<file path="src/rtl/pipe_ctrl.sv">
// pipe_ctrl: stall/flush sequencer for the 5-stage rv32i pipeline.
// Drives the PC and stage-register load enables, inserts load-use bubbles,
// flushes on EX redirects and owns the imem/dmem request handshakes,
// buffering whichever memory response arrives first.
// Optional feature macro: PIPE_CTRL_PERF_EN adds four 32-bit performance
// counters (perf_cycles, perf_mem_stall, perf_lu_bubble, perf_redirect).
module pipe_ctrl #(
    parameter int STALL_TIMEOUT = 1023
) (
    input  logic        clk,
    input  logic        rst,
    output logic        imem_read,
    input  logic        imem_resp,
    input  logic [31:0] imem_rdata,
    output logic [31:0] fetch_ir,
    input  logic        mem_is_load,
    input  logic        mem_is_store,
    output logic        dmem_read,
    output logic        dmem_write,
    input  logic        dmem_resp,
    input  logic [31:0] dmem_rdata,
    output logic [31:0] mem_rdata,
    input  logic [4:0]  id_rs1,
    input  logic [4:0]  id_rs2,
    input  logic        id_uses_rs1,
    input  logic        id_uses_rs2,
    input  logic        ex_is_load,
    input  logic [4:0]  ex_rd,
    input  logic        ex_redirect,
    output logic        load_pc,
    output logic        load_if_id,
    output logic        load_id_ex,
    output logic        load_ex_mem,
    output logic        load_mem_wb,
    output logic        flush_if_id,
    output logic        flush_id_ex,
    output logic        pc_redirect,
    output logic        mem_timeout
`ifdef PIPE_CTRL_PERF_EN
    ,
    output logic [31:0] perf_cycles,
    output logic [31:0] perf_mem_stall,
    output logic [31:0] perf_lu_bubble,
    output logic [31:0] perf_redirect
`endif
);

    // Watchdog counter only needs to reach STALL_TIMEOUT, then it saturates.
    localparam int CW = (STALL_TIMEOUT > 1) ? $clog2(STALL_TIMEOUT + 1) : 1;
    localparam logic [CW-1:0] WD_LIMIT = CW'(STALL_TIMEOUT);

    typedef enum logic {
        BOOT = 1'b0,
        RUN  = 1'b1
    } state_t;

    state_t         state_q, state_d;
    logic           i_done_q, i_done_d;
    logic           d_done_q, d_done_d;
    logic [31:0]    ibuf_q, ibuf_d;
    logic [31:0]    dbuf_q, dbuf_d;
    logic [CW-1:0]  wd_cnt_q, wd_cnt_d;
    logic           timeout_q, timeout_d;

    logic           run;
    logic           mem_op;
    logic           i_ok;
    logic           d_ok;
    logic           advance;
    logic           load_use;

    // Reset is also gated in here so requests drop in the very cycle rst falls.
    assign run      = rst & (state_q == RUN);
    assign mem_op   = mem_is_load | mem_is_store;
    assign i_ok     = imem_resp | i_done_q;
    assign d_ok     = ~mem_op | dmem_resp | d_done_q;
    assign advance  = run & i_ok & d_ok;

    // Load-use hazard: EX load writes a register the ID instruction reads (x0 never hazards).
    assign load_use = ex_is_load & (ex_rd != 5'd0) &
                      ((id_uses_rs1 & (id_rs1 == ex_rd)) |
                       (id_uses_rs2 & (id_rs2 == ex_rd)));

    // Buffered response wins over the live bus once captured.
    assign fetch_ir    = i_done_q ? ibuf_q : imem_rdata;
    assign mem_rdata   = d_done_q ? dbuf_q : dmem_rdata;
    assign mem_timeout = timeout_q;

    // State register: reset parks the sequencer in BOOT.
    always_ff @(posedge clk) begin
        if (!rst) begin
            state_q <= BOOT;
        end else begin
            state_q <= state_d;
        end
    end

    // Next state: BOOT lasts a single cycle, RUN holds until reset.
    always_comb begin
        state_d = state_q;
        case (state_q)
            BOOT:    state_d = RUN;
            RUN:     state_d = RUN;
            default: state_d = BOOT;
        endcase
    end

    // Outputs: requests while running, stage enables only on advance, by priority.
    always_comb begin
        imem_read   = 1'b0;
        dmem_read   = 1'b0;
        dmem_write  = 1'b0;
        load_pc     = 1'b0;
        load_if_id  = 1'b0;
        load_id_ex  = 1'b0;
        load_ex_mem = 1'b0;
        load_mem_wb = 1'b0;
        flush_if_id = 1'b0;
        flush_id_ex = 1'b0;
        pc_redirect = 1'b0;
        if (run) begin
            imem_read  = ~i_done_q;
            dmem_read  = mem_is_load & ~d_done_q;
            dmem_write = mem_is_store & ~d_done_q;
        end
        if (advance) begin
            if (ex_redirect) begin
                // ID instruction is squashed, so any load-use hazard is moot.
                load_pc     = 1'b1;
                load_if_id  = 1'b1;
                load_id_ex  = 1'b1;
                load_ex_mem = 1'b1;
                load_mem_wb = 1'b1;
                flush_if_id = 1'b1;
                flush_id_ex = 1'b1;
                pc_redirect = 1'b1;
            end else if (load_use) begin
                // Hold PC and IF/ID (same PC is refetched), bubble into ID/EX.
                load_id_ex  = 1'b1;
                flush_id_ex = 1'b1;
                load_ex_mem = 1'b1;
                load_mem_wb = 1'b1;
            end else begin
                load_pc     = 1'b1;
                load_if_id  = 1'b1;
                load_id_ex  = 1'b1;
                load_ex_mem = 1'b1;
                load_mem_wb = 1'b1;
            end
        end
    end

    // Next values for response buffers and the stall watchdog.
    always_comb begin
        i_done_d  = i_done_q;
        d_done_d  = d_done_q;
        ibuf_d    = ibuf_q;
        dbuf_d    = dbuf_q;
        wd_cnt_d  = wd_cnt_q;
        timeout_d = timeout_q;
        if (advance) begin
            i_done_d = 1'b0;
            d_done_d = 1'b0;
            wd_cnt_d = '0;
        end else if (run) begin
            // Capture only the first response of each side; late or unrequested ones drop.
            if (imem_resp && !i_done_q) begin
                ibuf_d   = imem_rdata;
                i_done_d = 1'b1;
            end
            if (dmem_resp && !d_done_q && mem_op) begin
                dbuf_d   = dmem_rdata;
                d_done_d = 1'b1;
            end
            if (STALL_TIMEOUT != 0) begin
                if (wd_cnt_q != WD_LIMIT) begin
                    wd_cnt_d = wd_cnt_q + 1'b1;
                end
                if (wd_cnt_d == WD_LIMIT) begin
                    timeout_d = 1'b1;
                end
            end
        end
    end

    // Response buffers and watchdog registers; timeout is sticky until reset.
    always_ff @(posedge clk) begin
        if (!rst) begin
            i_done_q  <= 1'b0;
            d_done_q  <= 1'b0;
            ibuf_q    <= '0;
            dbuf_q    <= '0;
            wd_cnt_q  <= '0;
            timeout_q <= 1'b0;
        end else begin
            i_done_q  <= i_done_d;
            d_done_q  <= d_done_d;
            ibuf_q    <= ibuf_d;
            dbuf_q    <= dbuf_d;
            wd_cnt_q  <= wd_cnt_d;
            timeout_q <= timeout_d;
        end
    end

`ifdef PIPE_CTRL_PERF_EN
    logic [31:0] perf_cycles_q;
    logic [31:0] perf_mem_stall_q;
    logic [31:0] perf_lu_bubble_q;
    logic [31:0] perf_redirect_q;

    assign perf_cycles    = perf_cycles_q;
    assign perf_mem_stall = perf_mem_stall_q;
    assign perf_lu_bubble = perf_lu_bubble_q;
    assign perf_redirect  = perf_redirect_q;

    // Free-running wrap-around event counters for RUN cycles, stalls, bubbles, redirects.
    always_ff @(posedge clk) begin
        if (!rst) begin
            perf_cycles_q    <= '0;
            perf_mem_stall_q <= '0;
            perf_lu_bubble_q <= '0;
            perf_redirect_q  <= '0;
        end else if (run) begin
            perf_cycles_q <= perf_cycles_q + 32'd1;
            if (!advance) begin
                perf_mem_stall_q <= perf_mem_stall_q + 32'd1;
            end else if (ex_redirect) begin
                perf_redirect_q <= perf_redirect_q + 32'd1;
            end else if (load_use) begin
                perf_lu_bubble_q <= perf_lu_bubble_q + 32'd1;
            end
        end
    end
`endif

endmodule

</file>
<file path="config.mk">
export PLATFORM = sky130hd
export DESIGN_NAME = pipe_ctrl
export DESIGN_NICKNAME = d
export VERILOG_FILES = /design/src/rtl/pipe_ctrl.sv
export SDC_FILE = /design/constraint.sdc
export NUM_CORES = 1
export LEC_CHECK = 0
export BUFFER_PORTS_ARGS = -buffer_cell sky130_fd_sc_hd__buf_4
export CORE_MARGIN = 3
export CORE_UTILIZATION = 53
export CTS_CLUSTER_DIAMETER = 100
export CTS_CLUSTER_SIZE = 10
export DETAILED_ROUTE_END_ITERATION = 8
export PLACE_DENSITY = 0.85
export SLEW_MARGIN = 20
export SYNTH_ARGS = -nofsm -noshare
export SYNTH_HDL_FRONTEND = slang
export SYNTH_SLANG_ARGS = --single-unit
</file>
<file path="constraint.sdc">
create_clock -name clk -period 2.8 [get_ports clk]
set_input_delay 0.14 -clock clk [delete_from_list [all_inputs] [get_ports clk]]
set_output_delay 0.14 -clock clk [all_outputs]
set_load 0.01 [all_outputs]
</file>
==> summary.md <==
| Metric | Value |
|---|---|
| Outcome | `completed` |
| Slowest stage delay, CP | `430 ps` |
| Area grow syn2layout | `35.8%` |
| Synth Flop Type | `dfxtp_1` |
| CP arrival | `2040 ps` |
| Met1 Routed Length | `4.29 mm` |
| TNS Setup | `0 ps` |
| Detailed route wirelength on metal2 | `5.25 mm` |
| Starting Density | `55.5%` |
| Vias per cell | `5.30` |
| Final ANT Viol Nets | `0` |
| Worst-path clk slew | `90 ps` |
| Die area | `8810 sq um` |
| Number of global-route vias before repair | `3,685` |
| CTS Hold Bufs | `0` |
| Core ar. | `7370 sq um` |
| Syn Inst Count | `469` |
| Overflow after GRT | `0` |
| Hold Path Class | `in2reg` |
| Slowest CP cell | `buf_4` |
| N_diodes | `0` |
| Root buffer cell | `clkbuf_8` |
| WP data required | `2660 ps` |
| Cell Chain, Critical Path | `buf_4 -> o22ai_1 -> nor2_1 -> o31a_1 -> buf_4` |
| DIE WIDTH | `93.9 um` |
| Top Layer Used | `met4` |
| Routed vias | `3,803` |
| Top cells by area, synth | `dfxtp_1 (38%), mux2_2 (18%), nand2_1 (12%), a21boi_1 (8.8%), a21boi_0 (2.9%)` |
| Die Y | `93.9 um` |
| GRT Util Overall | `23.6%` |
| CTS tree | `done` |
| DRC Markers | `0` |
| Final Hold Vio Count | `0` |
| Count of different cell masters after synthesis | `48` |
| Critical path class | `reg2out` |
| Post-route cell area | `5550 sq um` |
| Ys async rst share | `0%` |
| Footprint of the multi-input gates | `2330 sq um` |
| Cell with the most instances after synthesis | `nand2_1` |
| Max Slew Vio Count | `0` |
| Largest area contributor in the netlist | `dfxtp_1` |
| Detail Placement HPWL | `7.58 mm` |
| Mapped Area | `4090 sq um` |
| Max cap viols | `0` |
| Boundary Pins | `165` |
| VDD IR max | `0.425 mV` |
| Post-Route WL | `10.4 mm` |
| Layout cells sized above 1 | `41.5%` |
| Leakage power | `2.21 nW` |
| Final net count | `705` |
| Worst-Margin Slew | `631 ps` |
| DP Area | `5320 sq um` |
| Maximum clock path buffer count | `2` |
| CTS Buf Count | `9` |
| Post-CTS Resized | `0` |
| CP most frequent cell | `buf_4` |
| Fillers | `556` |
| Clock skew | `9.66 ps` |
| Storage cell area | `1560 sq um` |
| Final period util | `77.7%` |
| Average wire per standard cell | `14.6 um` |
| Critical Path Fanout Max | `37` |
| Unrepaired setup endpoints after global routing | `no` |
| DR iter-0 viols | `143` |
| Worst slew margin | `57.6%` |
| Largest net degree at the start of global routing | `68` |
| Top-area cell type share of the netlist area | `38.2%` |
| Worst Setup End Kind | `output port` |
| IO Port Bufs | `164` |
| Met3 WL | `653 um` |
| Register area share after synthesis | `38.2%` |
| Clk sinks | `78` |
| Highest clock rate | `460 MHz` |
| Critical Path Start Type | `flop` |
| H-tree Lvls | `3` |
| Worst skew pair latency | `340 ps` |
| Drt first pass iters | `4` |
| WHS | `37.3 ps` |
| Initial antenna violation count | `0` |
| Post-CTS Setup Repair Bufs | `0` |
| Setup Viol. Count Final | `0` |
| Number of synthesized flops with an enable pin | `0` |
| Row count | `31` |
| Synth cell count leaders | `nand2_1 (133), dfxtp_1 (78), mux2_2 (65)` |
| Seq cells post-synth | `78` |
| First-pass GRT wire length | `16.8 mm` |
| PwrDens | `470 nW/um^2` |
| Post-Syn Area per Cell | `8.72 sq um` |
| Syn Nets | `559` |
| Routability cong. | `0.859` |
| Min Tclk post-route | `2180 ps` |
| Synthesis Warnings | `0` |
-- metal layers --
metal / vias to the layer above / global-route usage, %
met5: - / 0
met4: 0 / 10.7
met3: 19 / 3.45
met2: 130 / 42.2
li1: 1893 / -
met1: 1761 / 27.8
-- flip-flops by register name (all words and copies together) (netlist names) --
signal,count
wd_cnt_q,10
ibuf_q,32
mem_timeout,1
d_done_q,1
dbuf_q,32
i_done_q,1
state_q,1
-- placed cells by master (no fill, tap or decap), drive strengths merged, types with 2 or more instances in the layout --
master	n
a21boi	64
nor2	12
o21ai	5
nor3b	3
o31ai	2
nor2b	2
nand2b	3
xnor2	2
xor2	9
nand4	3
nand3	3
bufinv	3
clkbuf	9
or4	2
and2	2
a21oi	5
mux2	65
and3	2
nor4	5
or3	4
a211oi	3
dfxtp	78
clkinv	2
nor3	6
a31oi	2
mux2i	2
inv	4
buf	171
nand2	134
-- critical path, delay by kind of cell (launching register included) --
kind,cells,cell delay (ps)
simple gates,1,320
flops,1,340
buf+inv,2,560
compound gates,2,480
-- path summary, 6_finish.rpt --
kind | startpoint | end | slack, ps | cells after the start
setup reg to reg | wd_cnt_q[0] | mem_timeout | 810 | 5
hold reg to reg | dbuf_q[15] | dbuf_q[15] | 450 | 2
hold / removal | imem_rdata[14] | ibuf_q[14] | 40 | 3
setup / recovery | i_done_q | load_if_id | 620 | 5
-- power breakdown --
part	total, mW	internal [mW]	switching (mW)
clock network	0.998	0.587	0.411
registers	1.14	1.13	0.0136
logic	0.471	0.270	0.201
total	2.61	1.99	0.626
-- area by class of cell --
cell class / instances / area share (%)
Clock buffer: 9 / 2.23
Clock inverter: 6 / 2.01
Tap cell: 99 / 2.23
Timing Repair Buffer: 171 / 23.1
Inverter: 4 / 0.270
Sequential cell: 78 / 28.1
Multi-Input combinational cell: 351 / 42.0
-- metrics by stage --
step                worst slack [ps]  total power [mW]  util (%)  instances
CTS                              618              2.63      75.3        718
global route                     486              2.71      75.3        718
finish                           624              2.61      75.3        718
floorplan                       1040              1.39         -        469
global placement                 829              1.63      72.1        703
detailed placement               749              1.64      72.1        703
-- cell families after synthesis --
| family | count (synthesis) | share of synthesized area (%) |
|---|---|---|
| XOR/XNOR | 11 | 2.36 |
| AND/OR/NAND/NOR | 182 | 19.3 |
| buffers and inverters | 40 | 5.17 |
| multiplexers | 67 | 18.4 |
| adder cells (fa/ha/maj) | 1 | 0.306 |
| flip-flops | 78 | 38.2 |
| AO/OA/AOI/OAI | 90 | 16.3 |
No activity file was read; power rests on OpenSTA's default activity.
